$ cat src/rtl/btn_conditioner.sv
// Push-button front end: 2-flop synchronisers, per-key debouncers, and a
// priority-encoded active-low key code (one-cycle pulse or held level).

// One key's debouncer: the accepted level moves only after DEBOUNCE_CYCLES
// consecutive disagreeing samples; any agreement discards the partial count.
module btn_debounce_lane #(
  parameter int DEBOUNCE_CYCLES = 500000,
  parameter int CNT_W           = $clog2(DEBOUNCE_CYCLES) + 1
) (
  input  logic clk,
  input  logic rst,
  input  logic sync_i,
  output logic level_o
);
  logic [CNT_W-1:0] cnt_q, cnt_d;
  logic             level_q, level_d;

  // Count disagreements; accept the new level at the threshold and clear.
  always_comb begin
    cnt_d   = cnt_q;
    level_d = level_q;
    if (sync_i == level_q) begin
      cnt_d = '0;
    end else if (cnt_q == CNT_W'(DEBOUNCE_CYCLES - 1)) begin
      level_d = sync_i;
      cnt_d   = '0;
    end else begin
      cnt_d = cnt_q + CNT_W'(1);
    end
  end

  // Counter and accepted level; keys come out of reset released.
  always_ff @(posedge clk or posedge rst) begin
    if (rst) begin
      cnt_q   <= '0;
      level_q <= 1'b1;
    end else begin
      cnt_q   <= cnt_d;
      level_q <= level_d;
    end
  end

  assign level_o = level_q;
endmodule

module btn_conditioner #(
  parameter int DEBOUNCE_CYCLES = 500000,
  parameter int CNT_W           = $clog2(DEBOUNCE_CYCLES) + 1,
  parameter int PULSE_MODE      = 1
) (
  input  logic       clk,
  input  logic       rst,
  input  logic [2:0] btn_raw,
  output logic [2:0] btn,
  output logic [2:0] btn_level,
  output logic       press_valid
);
  logic [2:0] sync1_q, sync2_q;
  logic [2:0] level_prev_q;
  logic [2:0] btn_q, btn_d;
  logic       press_valid_q, press_valid_d;
  logic [2:0] fall;
  logic [2:0] sel;

  // Two-flop synchroniser per key; resets to "released".
  always_ff @(posedge clk or posedge rst) begin
    if (rst) begin
      sync1_q <= 3'b111;
      sync2_q <= 3'b111;
    end else begin
      sync1_q <= btn_raw;
      sync2_q <= sync1_q;
    end
  end

  for (genvar gi = 0; gi < 3; gi++) begin : g_lane
    btn_debounce_lane #(
      .DEBOUNCE_CYCLES(DEBOUNCE_CYCLES),
      .CNT_W          (CNT_W)
    ) u_lane (
      .clk    (clk),
      .rst    (rst),
      .sync_i (sync2_q[gi]),
      .level_o(btn_level[gi])
    );
  end

  // Press = debounced level went 1 -> 0 since last cycle.
  assign fall = level_prev_q & ~btn_level;
  // Pulse mode encodes new presses only; hold mode encodes every held key.
  assign sel  = (PULSE_MODE != 0) ? fall : ~btn_level;

  // Fixed priority key 0 > key 1 > key 2; losers are dropped, not queued.
  always_comb begin
    btn_d = 3'b111;
    if (sel[0])      btn_d = 3'b110;
    else if (sel[1]) btn_d = 3'b101;
    else if (sel[2]) btn_d = 3'b011;
    press_valid_d = (btn_d != 3'b111);
  end

  // Registered outputs plus the previous level used for edge detection.
  always_ff @(posedge clk or posedge rst) begin
    if (rst) begin
      level_prev_q  <= 3'b111;
      btn_q         <= 3'b111;
      press_valid_q <= 1'b0;
    end else begin
      level_prev_q  <= btn_level;
      btn_q         <= btn_d;
      press_valid_q <= press_valid_d;
    end
  end

  assign btn         = btn_q;
  assign press_valid = press_valid_q;
endmodule

$ cat config.mk
export PLATFORM = sky130hd
export DESIGN_NAME = btn_conditioner
export DESIGN_NICKNAME = d
export VERILOG_FILES = /design/src/rtl/btn_conditioner.sv
export SDC_FILE = /design/constraint.sdc
export NUM_CORES = 1
export LEC_CHECK = 0
export ABC_AREA = 1
export BUFFER_PORTS_ARGS = -buffer_cell sky130_fd_sc_hd__buf_2
export CAP_MARGIN = 20
export CORE_MARGIN = 3
export CORE_UTILIZATION = 28
export DETAILED_ROUTE_END_ITERATION = 10
export PLACE_DENSITY = 0.53
export SLEW_MARGIN = 10
export SYNTH_ARGS = -nofsm -noshare
export SYNTH_HDL_FRONTEND = slang
export SYNTH_SLANG_ARGS = --single-unit
$ cat constraint.sdc
create_clock -name clk -period 6.35 [get_ports clk]
set_input_delay 0.635 -clock clk [delete_from_list [all_inputs] [get_ports clk]]
set_output_delay 0.635 -clock clk [all_outputs]
set_load 0.03 [all_outputs]
**Yosys cells after proc, flatten, opt, wreduce, memory -nomap -nowiden**

Index checks and enable logic that the tools add are counted.

- Add/sub/neg operators: 3
- Equal/unequal tests: 7
- Bitwise gates (word level): 5
- Reductions and logical operators: 3
- Muxes and demuxes: 9

Operators by type and width:

| cell | count |
|---|---|
| $mux 20 | 6 |
| $add 20x1->20 const B | 3 |
| $eq 20x19->1 const B | 3 |
| $mux 3 | 3 |
| $reduce_and 2->1 | 3 |
| $and 3x3->3 | 1 |
| $eq 1x1->1 | 3 |
| $ne 3x3->1 const B | 1 |
| $not 1->1 | 3 |
| $not 3->3 | 1 |

- Input port bits: 5
- Word-level logic and storage cells: 38
- Register bits after elaboration: 76
- Output and inout bits: 7

**Logic depth before layout (Yosys ltp)**

Gate-level depths: netlist (run 1).

- Word-level depth: 6
- Gate-level depth with buffers: 9
- Depth with buffers taken out: 9

**Modules after synthesis**

From an unflattened synthesis (run 1), not the netlist that was laid out.

- Cell total of the unflattened synthesis: 505
- Area, all modules: 4035.1 µm²

By module, submodules not included:

| module | cells an instance | instances | sequential area each (µm²) | area each (µm²) |
|---|---|---|---|---|
| btn_debounce_lane | 160 | 3 | 526.8 | 1213.7 |
| btn_conditioner | 25 | 1 | 340.3 | 394.1 |

**Worst setup path before layout (run 1)**

No wires, ideal clock.

- Kind: reg-to-output
- Start point: register g_lane[0].u_lane.level_q
- End point: output port btn_level[0]
- Stages on the path, launching flop included: 2
- Data required time: 5.715 ns
- Data arrival time: 0.722 ns
- Path slack: 4.993 ns
- Path buffers: 1
- Cell sequence: dfstp_2 > buf_4

RTL lines:

| item | RTL line | text |
|---|---|---|
| start: declaration | 16 | `logic level_q, level_d;` |
| start signal: assignment | 39 | `level_q <= level_d;` |
| end: declaration | 55 | `output logic [2:0] btn_level,` |

No word-level cell between the ends.

**Final worst setup path (run 1)**

- Start point: register g_lane[0].u_lane.level_q
- End point: output port btn_level[0]

No word-level cell between the ends.

==> metrics.md, run 1 <==
| Metric | Value |
|---|---|
| Crit. End Element | `primary output` |
| Gr ovfl total | `0` |
| Largest cells by area after synthesis | `dfrtp_1 37%, nor2_1 11%, dfstp_2 9.7%, nand2_1 9.5%, nand3_1 6.8%` |
| Area delta synth->final | `14.8%` |
| Largest net degree at the start of global routing | `77` |
| Leak | `1.95 nW` |
| Initial antenna violation count | `0` |
| Post-synth net total | `530` |
| Routed vias/inst | `4.44` |
| Final Slew Violations | `0` |
| RePlAce Congestion | `0.881` |
| Remaining DRCs | `0` |
| Vias in the first global route | `3118` |
| Synth top area share | `0.375` |
| Required time of the worst setup path | `5.71 ns` |
| Yosys top cell by area | `dfrtp_1` |
| Sink Count | `76` |
| Hold slack | `0.355 ns` |
| All-layer global routing usage | `0.115` |
| # setup viols final | `0` |
| Setup TNS | `0 ns` |
| Worst slack, placed | `4.70 ns` |
| F_max | `563 MHz` |
| Final ANT Viol Nets | `0` |
| Yosys warns | `0` |
| Relative slew margins | `0.365` |
| Wire per inst | `11.6 um` |
| I/O pins | `12` |
| Layout cells sized above 1 | `0.153` |
| First-pass iteration count of the detailed router | `4` |
| Post-synthesis cell count | `522` |
| Critical Path, Cell by Cell | `buf_2` |
| Worst path max stage delay | `0.58 ns` |
| Outcome | `finished clean` |
| Diode count | `0` |
| Die Ht | `127 um` |
| CTS Buf Count | `9` |
| DRT iter0 DRCs | `174` |
| First-pass GRT wire length | `15.0 mm` |
| Worst-path maximum fanout | `5` |
| RSZ-0062 raised after global routing | `no` |
| Setup ws final | `4.57 ns` |
| # hold bufs at CTS | `0` |
| Startpoint Class | `flip-flop` |
| Yosys cell types | `28` |
| Post_cts resized | `0` |
| Setup bufs post-CTS | `0` |
| CTS tree | `built` |
| Via count | `3211` |
| Final Hold Fails | `0` |
| VDD IR max | `0.110 mV` |
| Die X | `127 um` |
| CTS Root Cell | `clkbuf_16` |
| Most common cell after layout, fill and taps aside | `nor2_1` |
| Synthesized area | `4070 um^2` |
| Initial core utilization | `0.290` |
| Power Density | `242 nW/um^2` |
| Cell Count, Final, Fillers Out | `724` |
| Least-Margin Pin Slew | `0.952 ns` |
| Nets@finish | `547` |
| DP Wirelength | `6.14 mm` |
| Die footprint | `16000 um^2` |
| Register area share after synthesis | `0.472` |
| Clock-pin slew on the worst setup and hold paths | `0.06 ns` |
| Clock Latency Late Sink | `0.35 ns` |
| Row cnt | `43` |
| Placed cells | `708` |
| # port buffers | `11` |
| Hold crit path type | `reg2reg` |
| Worst path buffer plus inverter count | `1` |
| Number of synthesized register bits | `76` |
| Setup Skew | `0.00770 ns` |
| H-tree levels | `3` |
| Min Tclk post-route | `1.78 ns` |
| Core region area | `14000 um^2` |
| WS Path Type | `reg2out` |
| Routed Wire Length | `8.38 mm` |
| Clock Path Buffers | `2` |
| Slowest library cell on the worst path | `dfstp_2` |
| CP delay by family, top | `flip-flops` |
| Synth Area per Inst | `7.80 um^2` |
| Max-cap violation count | `0` |
| Most frequent cells in the layout | `119 x nor2_1, 103 x nand2_1, 61 x dfrtp_1` |
| Arrival @ worst endpoint | `1.14 ns` |
| Period utilization | `0.280` |
## state kept, by name (all words and copies together), names as in the netlist
signal	flops
g_lane.u_lane.level_o	3
sync1_q	3
btn	3
sync2_q	3
g_lane.u_lane.cnt_q	60
level_prev_q	3
press_valid	1
## Yosys cell counts
cell        n
nor2_1    119
nand2_1   103
dfrtp_1    61
inv_1      55
nand3_1    55
xor2_1     20
dfstp_2    15
nand4_1    12
nand2_2    11
nor2_2     11
xnor2_1     8
inv_2       7
nor3_1      6
nor2_4      5
a21oi_1     4
buf_4       4
o21ai_1     4
ha_1        3
nor3b_1     3
nor3b_2     3
o21a_1      3
o21ai_0     3
nor3_2      2
buf_2       1
clkbuf_1    1
nand3b_1    1
o21bai_1    1
xor2_2      1
## area by class of cell
cell class,instances,area [um^2]
repair buffers,12,62.6
well taps,180,225
fillers,1459,9370
flip-flops and latches,76,1920
multi-input cells,378,1880
clock buffers,12,256
clock inverters,4,95.1
inverters,62,234
## stage by stage
step / utilization / instance area [um^2] / power, mW
floorplan: - / 4070 / 0.527
global placement: 0.308 / 4320 / 0.536
detailed placement: 0.308 / 4320 / 0.537
CTS: 0.333 / 4670 / 1.15
global route: 0.333 / 4670 / 1.18
finish: 0.333 / 4670 / 1.13
## worst reg2reg max path: stages (launching register included)
cell	delay, ns
dfrtp_1	0.37
ha_1	0.18
nand2_1	0.12
nor2_1	0.18
nand3_1	0.25
nand2_1	0.26
nor2_1	0.07
## power by group
part	internal [mW]	switching, mW	total (mW)
combinational	0.00721	0.0221	0.0293
clock	0.405	0.199	0.604
sequential	0.493	0.00485	0.498
total	0.905	0.226	1.13
## metal layers
layer	vias up	part of all wire	track usage	routed length [um]
met5	-	0	0	0
met2	46	0.43	0.168	3630
met1	1491	0.50	0.158	4190
met4	0	0.031	0.0694	262
li1	1660	-	-	-
met3	14	0.034	0.0206	288
## path summary, 6_finish.rpt
| check | startpoint | endpoint | slack (ns) | cells after the start |
|---|---|---|---|---|
| setup / recovery | g_lane[0].u_lane.level_o$_DFFE_PP1P_ | btn_level[0] | 4.57 | 1 |
| hold / removal | sync1_q[2]$_DFF_PP1_ | sync2_q[2]$_DFF_PP1_ | 0.35 | 0 |
| setup reg to reg | g_lane[0].u_lane.cnt_q[0]$_DFF_PP0_ | g_lane[0].u_lane.cnt_q[18]$_DFF_PP0_ | 4.82 | 6 |
| hold reg to reg | sync1_q[2]$_DFF_PP1_ | sync2_q[2]$_DFF_PP1_ | 0.35 | 0 |
| max in group asynchronous | rst | g_lane[2].u_lane.cnt_q[15]$_DFF_PP0_ | 5.16 | 3 |
| min in group asynchronous | rst | g_lane[0].u_lane.cnt_q[7]$_DFF_PP0_ | 0.58 | 3 |
## cell families (layout without fill, tap and decap cells)
group / Yosys count / in the layout / synth area share
compound gates: 15 / 15 / 0.0209
xor+xnor: 29 / 29 / 0.0642
fa+ha+maj: 3 / 3 / 0.00922
buf+inv: 68 / 90 / 0.0667
flops: 76 / 76 / 0.472
simple gates: 331 / 331 / 0.367
Note: power is estimated with default switching activity, not from simulation.
==> run 2: changes to the inputs <==
Settings changed: PLACE_DENSITY 0.53 to 0.55.
Clock period 6.35 ns to 1.6 ns, I/O delays scaled along.
==> metrics.md, run 2 (synthesis gave the netlist of run 1 again) <==
| Metric | Value |
|---|---|
| Crit. End Element | `flip-flop` |
| # port buffers | `11` |
| Worst hold endpoint | `sync2_q[1]$_DFF_PP1_` |
| # setup viols final | `0` |
| Final Hold Fails | `0` |
| Slowest library cell on the worst path | `dfrtp_1` |
| Row cnt | `43` |
| Final Slew Violations | `0` |
| CTS tree | `built` |
| DP Wirelength | `6.75 mm` |
| Clock Path Buffers | `2` |
| Arrival @ worst endpoint | `1.71 ns` |
| VDD IR max | `0.790 mV` |
| Number of fill cells | `1468` |
| Clock-pin slew on the worst setup and hold paths | `0.06 ns` |
| I/O pins | `12` |
| Initial antenna violation count | `0` |
| Min Tclk post-route | `1.45 ns` |
| Core region area | `14000 um^2` |
| Clock Latency Late Sink | `0.33 ns` |
| Outcome | `finished clean` |
| Layout cells sized above 1 | `0.165` |
| Die Ht | `127 um` |
| Worst path max stage delay | `0.39 ns` |
| Wire per inst | `12.0 um` |
| Startpoint Class | `flip-flop` |
| Routed vias/inst | `4.51` |
| Relative slew margins | `0.665` |
| Routed Wire Length | `8.79 mm` |
| Most frequent cells in the layout | `119 x nor2_1, 100 x nand2_1, 61 x dfrtp_1` |
| Nets@finish | `554` |
| Setup Skew | `0.00738 ns` |
| H-tree levels | `3` |
| Cells on worst reg2reg path | `9` |
| Leak | `1.95 nW` |
| Required time of the worst setup path | `1.86 ns` |
| Setup crit start | `g_lane[1].u_lane.cnt_q[0]$_DFF_PP0_` |
| Worst-path maximum fanout | `5` |
| Crit Reg-Reg Endpoint | `g_lane[1].u_lane.cnt_q[18]$_DFF_PP0_` |
| Reg2reg setup slack | `0.15 ns` |
| Worst path buffer plus inverter count | `0` |
| Remaining DRCs | `0` |
| Number of flip-flops in the largest register | `60` |
| Largest net degree at the start of global routing | `31` |
| CTS Root Cell | `clkbuf_16` |
| Period utilization | `0.906` |
| Die footprint | `16000 um^2` |
| First-pass GRT wire length | `15.5 mm` |
| Diode count | `0` |
| Setup TNS | `0 ns` |
| Vias in the first global route | `3233` |
| Area delta synth->final | `15.4%` |
| RePlAce Congestion | `0.908` |
| Final ANT Viol Nets | `0` |
| F_max | `690 MHz` |
| DRT iter0 DRCs | `188` |
| Hold slack | `0.353 ns` |
| Sink Count | `76` |
| Hold crit path type | `reg2reg` |
| CP delay by family, top | `simple AND/OR/NAND/NOR gates` |
| Worst r2r src | `g_lane[1].u_lane.cnt_q[0]$_DFF_PP0_` |
| Cell repeated most along the worst path | `nand2_1` |
| All-layer global routing usage | `0.120` |
| HP Start | `sync1_q[1]$_DFF_PP1_` |
| Critical Path, Cell by Cell | `ha_1, nand2_2, nor2_4, nand2_2, nor2_4, nand2_1, nand2_1, nand2_1, nor2_1` |
| Least-Margin Pin Slew | `0.501 ns` |
| CTS Buf Count | `9` |
| Die X | `127 um` |
| Gr ovfl total | `0` |
| Hold path cells | `0` |
| First-pass iteration count of the detailed router | `4` |
| RSZ-0062 raised after global routing | `no` |
| Top reg by flops | `g_lane.u_lane.cnt_q` |
| WS Path Type | `reg2reg` |
| Max-cap violation count | `0` |
| Initial core utilization | `0.290` |
| Via count | `3296` |
| Power Density | `839 nW/um^2` |
| Most common cell after layout, fill and taps aside | `nor2_1` |
-- run 2: cell count changes in the layout (fill, tap and decap cells not counted), moves of 2 or more --
cell           delta
buf_12            +2
clkbuf_8          -2
dlygate4sd3_1     +4
clkinvlp_4        +2
nand2_1           -3
nand2_2           +3
bufinv_16         -3
-- run 2: layer usage --
layer | routed length [um] | global-route usage | vias up | share of wire
met1 | 4230 | 0.161 | 1552 | 0.48
met4 | 71 | 0.0410 | 0 | 0.0081
met2 | 4190 | 0.190 | 52 | 0.48
li1 | - | - | 1688 | -
met3 | 299 | 0.0303 | 4 | 0.034
met5 | 0 | 0 | - | 0
-- run 2: cell type report --
class                           instances  area (um^2)  share of cell area
Clock inverter                          6         40.0             0.00852
Clock buffer                           10          229              0.0487
Inverter                               62          236              0.0503
Sequential cell                        76         1920               0.409
Tap cell                              180          225              0.0479
Timing Repair Buffer                   19          150              0.0320
Multi-Input combinational cell        378         1900               0.404
-- run 2: per-stage QoR --
step / std cells / util / total power [mW] / worst slack [ns] / area [um^2]
after detailed placement: 710 / 0.311 / 2.14 / 0.0891 / 4360
final: 731 / 0.335 / 3.94 / 0.150 / 4700
after CTS: 730 / 0.333 / 4.02 / 0.0629 / 4670
after floorplan: 522 / - / 2.09 / 0.319 / 4080
after global routing: 731 / 0.335 / 4.15 / 0.00459 / 4700
after global placement: 710 / 0.311 / 2.14 / 0.149 / 4360
-- run 2: worst max-delay path by stage --
| stage | end | depth (start not counted) | slack [ns] |
|---|---|---|---|
| after detailed placement | g_lane[0].u_lane.cnt_q[18]$_DFF_PP0_ | 6 | 0.09 |
| after CTS | g_lane[0].u_lane.cnt_q[18]$_DFF_PP0_ | 6 | 0.06 |
| after floorplan | g_lane[0].u_lane.cnt_q[16]$_DFF_PP0_ | 7 | 0.32 |
| after global routing | g_lane[1].u_lane.cnt_q[18]$_DFF_PP0_ | 9 | 0.005 |
| final | g_lane[1].u_lane.cnt_q[18]$_DFF_PP0_ | 9 | 0.15 |
| after global placement | g_lane[2].u_lane.cnt_q[4]$_DFF_PP0_ | 4 | 0.15 |
-- run 2: timing repair --
item,in CTS,in global routing
resized for setup,0,6
setup buffers,0,1
endpoints found under the setup margin,0,14
endpoints found under the hold margin,20,0
hold buffers,4,0
-- run 2: report_power, final --
group          internal (mW)  switching [mW]
clock                   1.05           0.781
combinational         0.0444          0.0937
sequential              1.96          0.0200
total                   3.05           0.895
==> run 3: changes to the inputs <==
Settings changed: ABC_CLOCK_PERIOD_IN_PS set to 1600, SYNTH_HIERARCHICAL set to 1.
==> metrics.md, run 3 <==
| Metric | Value |
|---|---|
| Relative slew margins | `0.665` |
| Initial core utilization | `0.288` |
| Max layer used | `met4` |
| Largest cells by area after synthesis | `dfrtp_1 38%, nor2_1 11%, dfstp_2 9.8%, nand2_1 8.6%, nand3_1 5.2%` |
| WS Path Type | `reg2reg` |
| Core region area | `14000 um^2` |
| Final ANT Viol Nets | `0` |
| All-layer global routing usage | `0.112` |
| Clock-pin slew on the worst setup and hold paths | `0.06 ns` |
| VDD IR max | `0.688 mV` |
| Setup bufs post-CTS | `0` |
| DRT met1 WL | `4.14 mm` |
| Final Hold Fails | `0` |
| Max-cap violation count | `0` |
| Least-Margin Pin Slew | `0.502 ns` |
| Die Ht | `126 um` |
| First-pass iteration count of the detailed router | `4` |
| Post-Route Utilization | `0.336` |
| Area delta synth->final | `16.6%` |
| Worst-path maximum fanout | `10` |
| Initial antenna violation count | `0` |
| Number of fill cells | `1470` |
| # port buffers | `11` |
| Met3 WL | `213 um` |
| Worst hold endpoint | `sync2_q[1]$_DFF_PP1_` |
| HP Start | `sync1_q[1]$_DFF_PP1_` |
| Via count | `3147` |
| Routed vias/inst | `4.38` |
| Yosys warns | `6` |
| Hold slack | `0.355 ns` |
| RSZ-0062 raised after global routing | `no` |
| Sink Count | `76` |
| F_max | `695 MHz` |
| FF/Latch Area | `1920 um^2` |
| Synth top area share | `0.378` |
| Yosys cell types | `24` |
| Post_cts resized | `0` |
| Nets@finish | `542` |
| Setup Skew | `0.00728 ns` |
| Diode count | `0` |
| Remaining DRCs | `0` |
| Clock Path Buffers | `2` |
| Power Density | `918 nW/um^2` |
| Number of synthesized register bits | `76` |
| Most frequent cells in the layout | `120 x nor2_1, 92 x nand2_1, 61 x dfrtp_1` |
| Die X | `126 um` |
| Worst r2r src | `g_lane[2].u_lane/level_o$_DFFE_PP1P_` |
| Most instantiated cells after synthesis | `120 x nor2_1, 92 x nand2_1, 61 x dfrtp_1, 53 x inv_1, 42 x nand3_1` |
| Die footprint | `15900 um^2` |
| # setup viols final | `0` |
| # hold bufs at CTS | `4` |
| I/O pins | `12` |
| RePlAce Congestion | `0.845` |
| Post-synth net total | `513` |
| Crit. End Element | `flip-flop` |
| First-pass GRT wire length | `14.4 mm` |
| Finished Cell Area | `4710 um^2` |
| Setup TNS | `0 ns` |
| Period utilization | `0.899` |
| Met2 wire len | `3.82 mm` |
| Multi-input gate area | `1900 um^2` |
| CTS tree | `built` |
| Vias in the first global route | `3024` |
| Clock Latency Late Sink | `0.33 ns` |
| Crit Reg-Reg Endpoint | `g_lane[2].u_lane/cnt_q[2]$_DFF_PP0_` |
| Hold crit path type | `reg2reg` |
| Required time of the worst setup path | `1.84 ns` |
| Outcome | `finished clean` |
| Yosys top cell by area | `dfrtp_1` |
| Layout cells sized above 1 | `0.191` |
| DP Wirelength | `6.26 mm` |
| Arrival @ worst endpoint | `1.68 ns` |
| Hold path cells | `0` |
| Routed Wire Length | `8.33 mm` |
| Synthesized area | `4040 um^2` |
| CTS Buf Count | `9` |
| Most common cell after layout, fill and taps aside | `nor2_1` |
| Post-synth EDFFs | `0` |
| Cells on worst reg2reg path | `3` |
| Final Slew Violations | `0` |
| H-tree levels | `3` |
| Startpoint Class | `flip-flop` |
| Leak | `1.94 nW` |
| Reg2reg setup slack | `0.16 ns` |
| Row cnt | `43` |
| Register area share after synthesis | `0.476` |
| Largest net degree at the start of global routing | `22` |
| DRT iter0 DRCs | `184` |
| Synth Area per Inst | `7.99 um^2` |
| Post-synthesis async set-or-reset flop share | `1.00` |
| Min Tclk post-route | `1.44 ns` |
| Top reg by flops | `g_lane.u_lane/cnt_q` |
| Placed Area | `4340 um^2` |
| Ys flop type | `dfrtp_1` |
| Most frequent cell after synthesis | `nor2_1` |
| Post-synthesis cell count | `505` |
| Gr ovfl total | `0` |
| CTS Root Cell | `clkbuf_16` |
| Wire per inst | `11.6 um` |
| Number of flip-flops in the largest register | `60` |
-- run 3: cell count changes after synthesis, moves of 4 or more --
cell / delta
xor2_1: -8
nand2_2: +11
nand2_1: -11
nor2_2: +5
nand4_1: -9
a21oi_1: +5
inv_2: -4
nor2_4: +7
nand3_1: -13
buf_4: -4
-- run 3: cells by family (layout without fill, tap and decap cells) --
group / count (synthesis) / after routing / synth area share
adder cells (fa/ha/maj): 3 / 3 / 0.00930
XOR/XNOR: 24 / 24 / 0.0577
buffers and inverters: 56 / 90 / 0.0521
flip-flops: 76 / 76 / 0.476
AO/OA/AOI/OAI: 27 / 27 / 0.0372
AND/OR/NAND/NOR: 319 / 319 / 0.368
-- run 3: how the worst max path moves through the flow --
stage | start | endpoint
2_1_floorplan | g_lane[2].u_lane/level_o$_DFFE_PP1P_ | g_lane[2].u_lane/cnt_q[4]$_DFF_PP0_
3_3_place_gp | g_lane[2].u_lane/level_o$_DFFE_PP1P_ | g_lane[2].u_lane/cnt_q[4]$_DFF_PP0_
3_5_place_dp | g_lane[2].u_lane/level_o$_DFFE_PP1P_ | g_lane[2].u_lane/cnt_q[2]$_DFF_PP0_
4_1_cts | g_lane[2].u_lane/level_o$_DFFE_PP1P_ | g_lane[2].u_lane/cnt_q[2]$_DFF_PP0_
5_1_grt | g_lane[0].u_lane/cnt_q[0]$_DFF_PP0_ | g_lane[0].u_lane/cnt_q[16]$_DFF_PP0_
6_report | g_lane[2].u_lane/level_o$_DFFE_PP1P_ | g_lane[2].u_lane/cnt_q[2]$_DFF_PP0_
-- run 3: where the power goes --
part	switching [mW]	internal, mW
logic	0.0927	0.0401
clock network	0.796	1.41
registers	0.0193	1.96
total	0.908	3.41
-- run 3: cell type report --
class / instances / share of cell area
clock buffer: 11 / 0.0516
clock inverter: 5 / 0.0181
inverter: 56 / 0.0447
multi-input combinational: 373 / 0.405
sequential: 76 / 0.408
tap: 180 / 0.0479
timing repair buffer: 18 / 0.0250
-- run 3: metal layers --
layer,vias up,track usage
met4,0,0.0486
met1,1462,0.150
met2,44,0.174
li1,1629,-
met3,12,0.0246
met5,-,0
-- run 3: critical path, cell delays in order (launching register included) --
cell and delay, ns:
dfstp_2 0.61, xor2_2 0.34, inv_2 0.17, nor3b_1 0.22
-- run 3: per-stage QoR --
stage	std cells	power (mW)	setup slack, ns
4_1_cts	719	4.39	0.116
2_1_floorplan	505	2.10	0.268
6_report	719	4.32	0.162
5_1_grt	719	4.49	0.00978
3_3_place_gp	699	2.14	0.164
3_5_place_dp	699	2.14	0.143
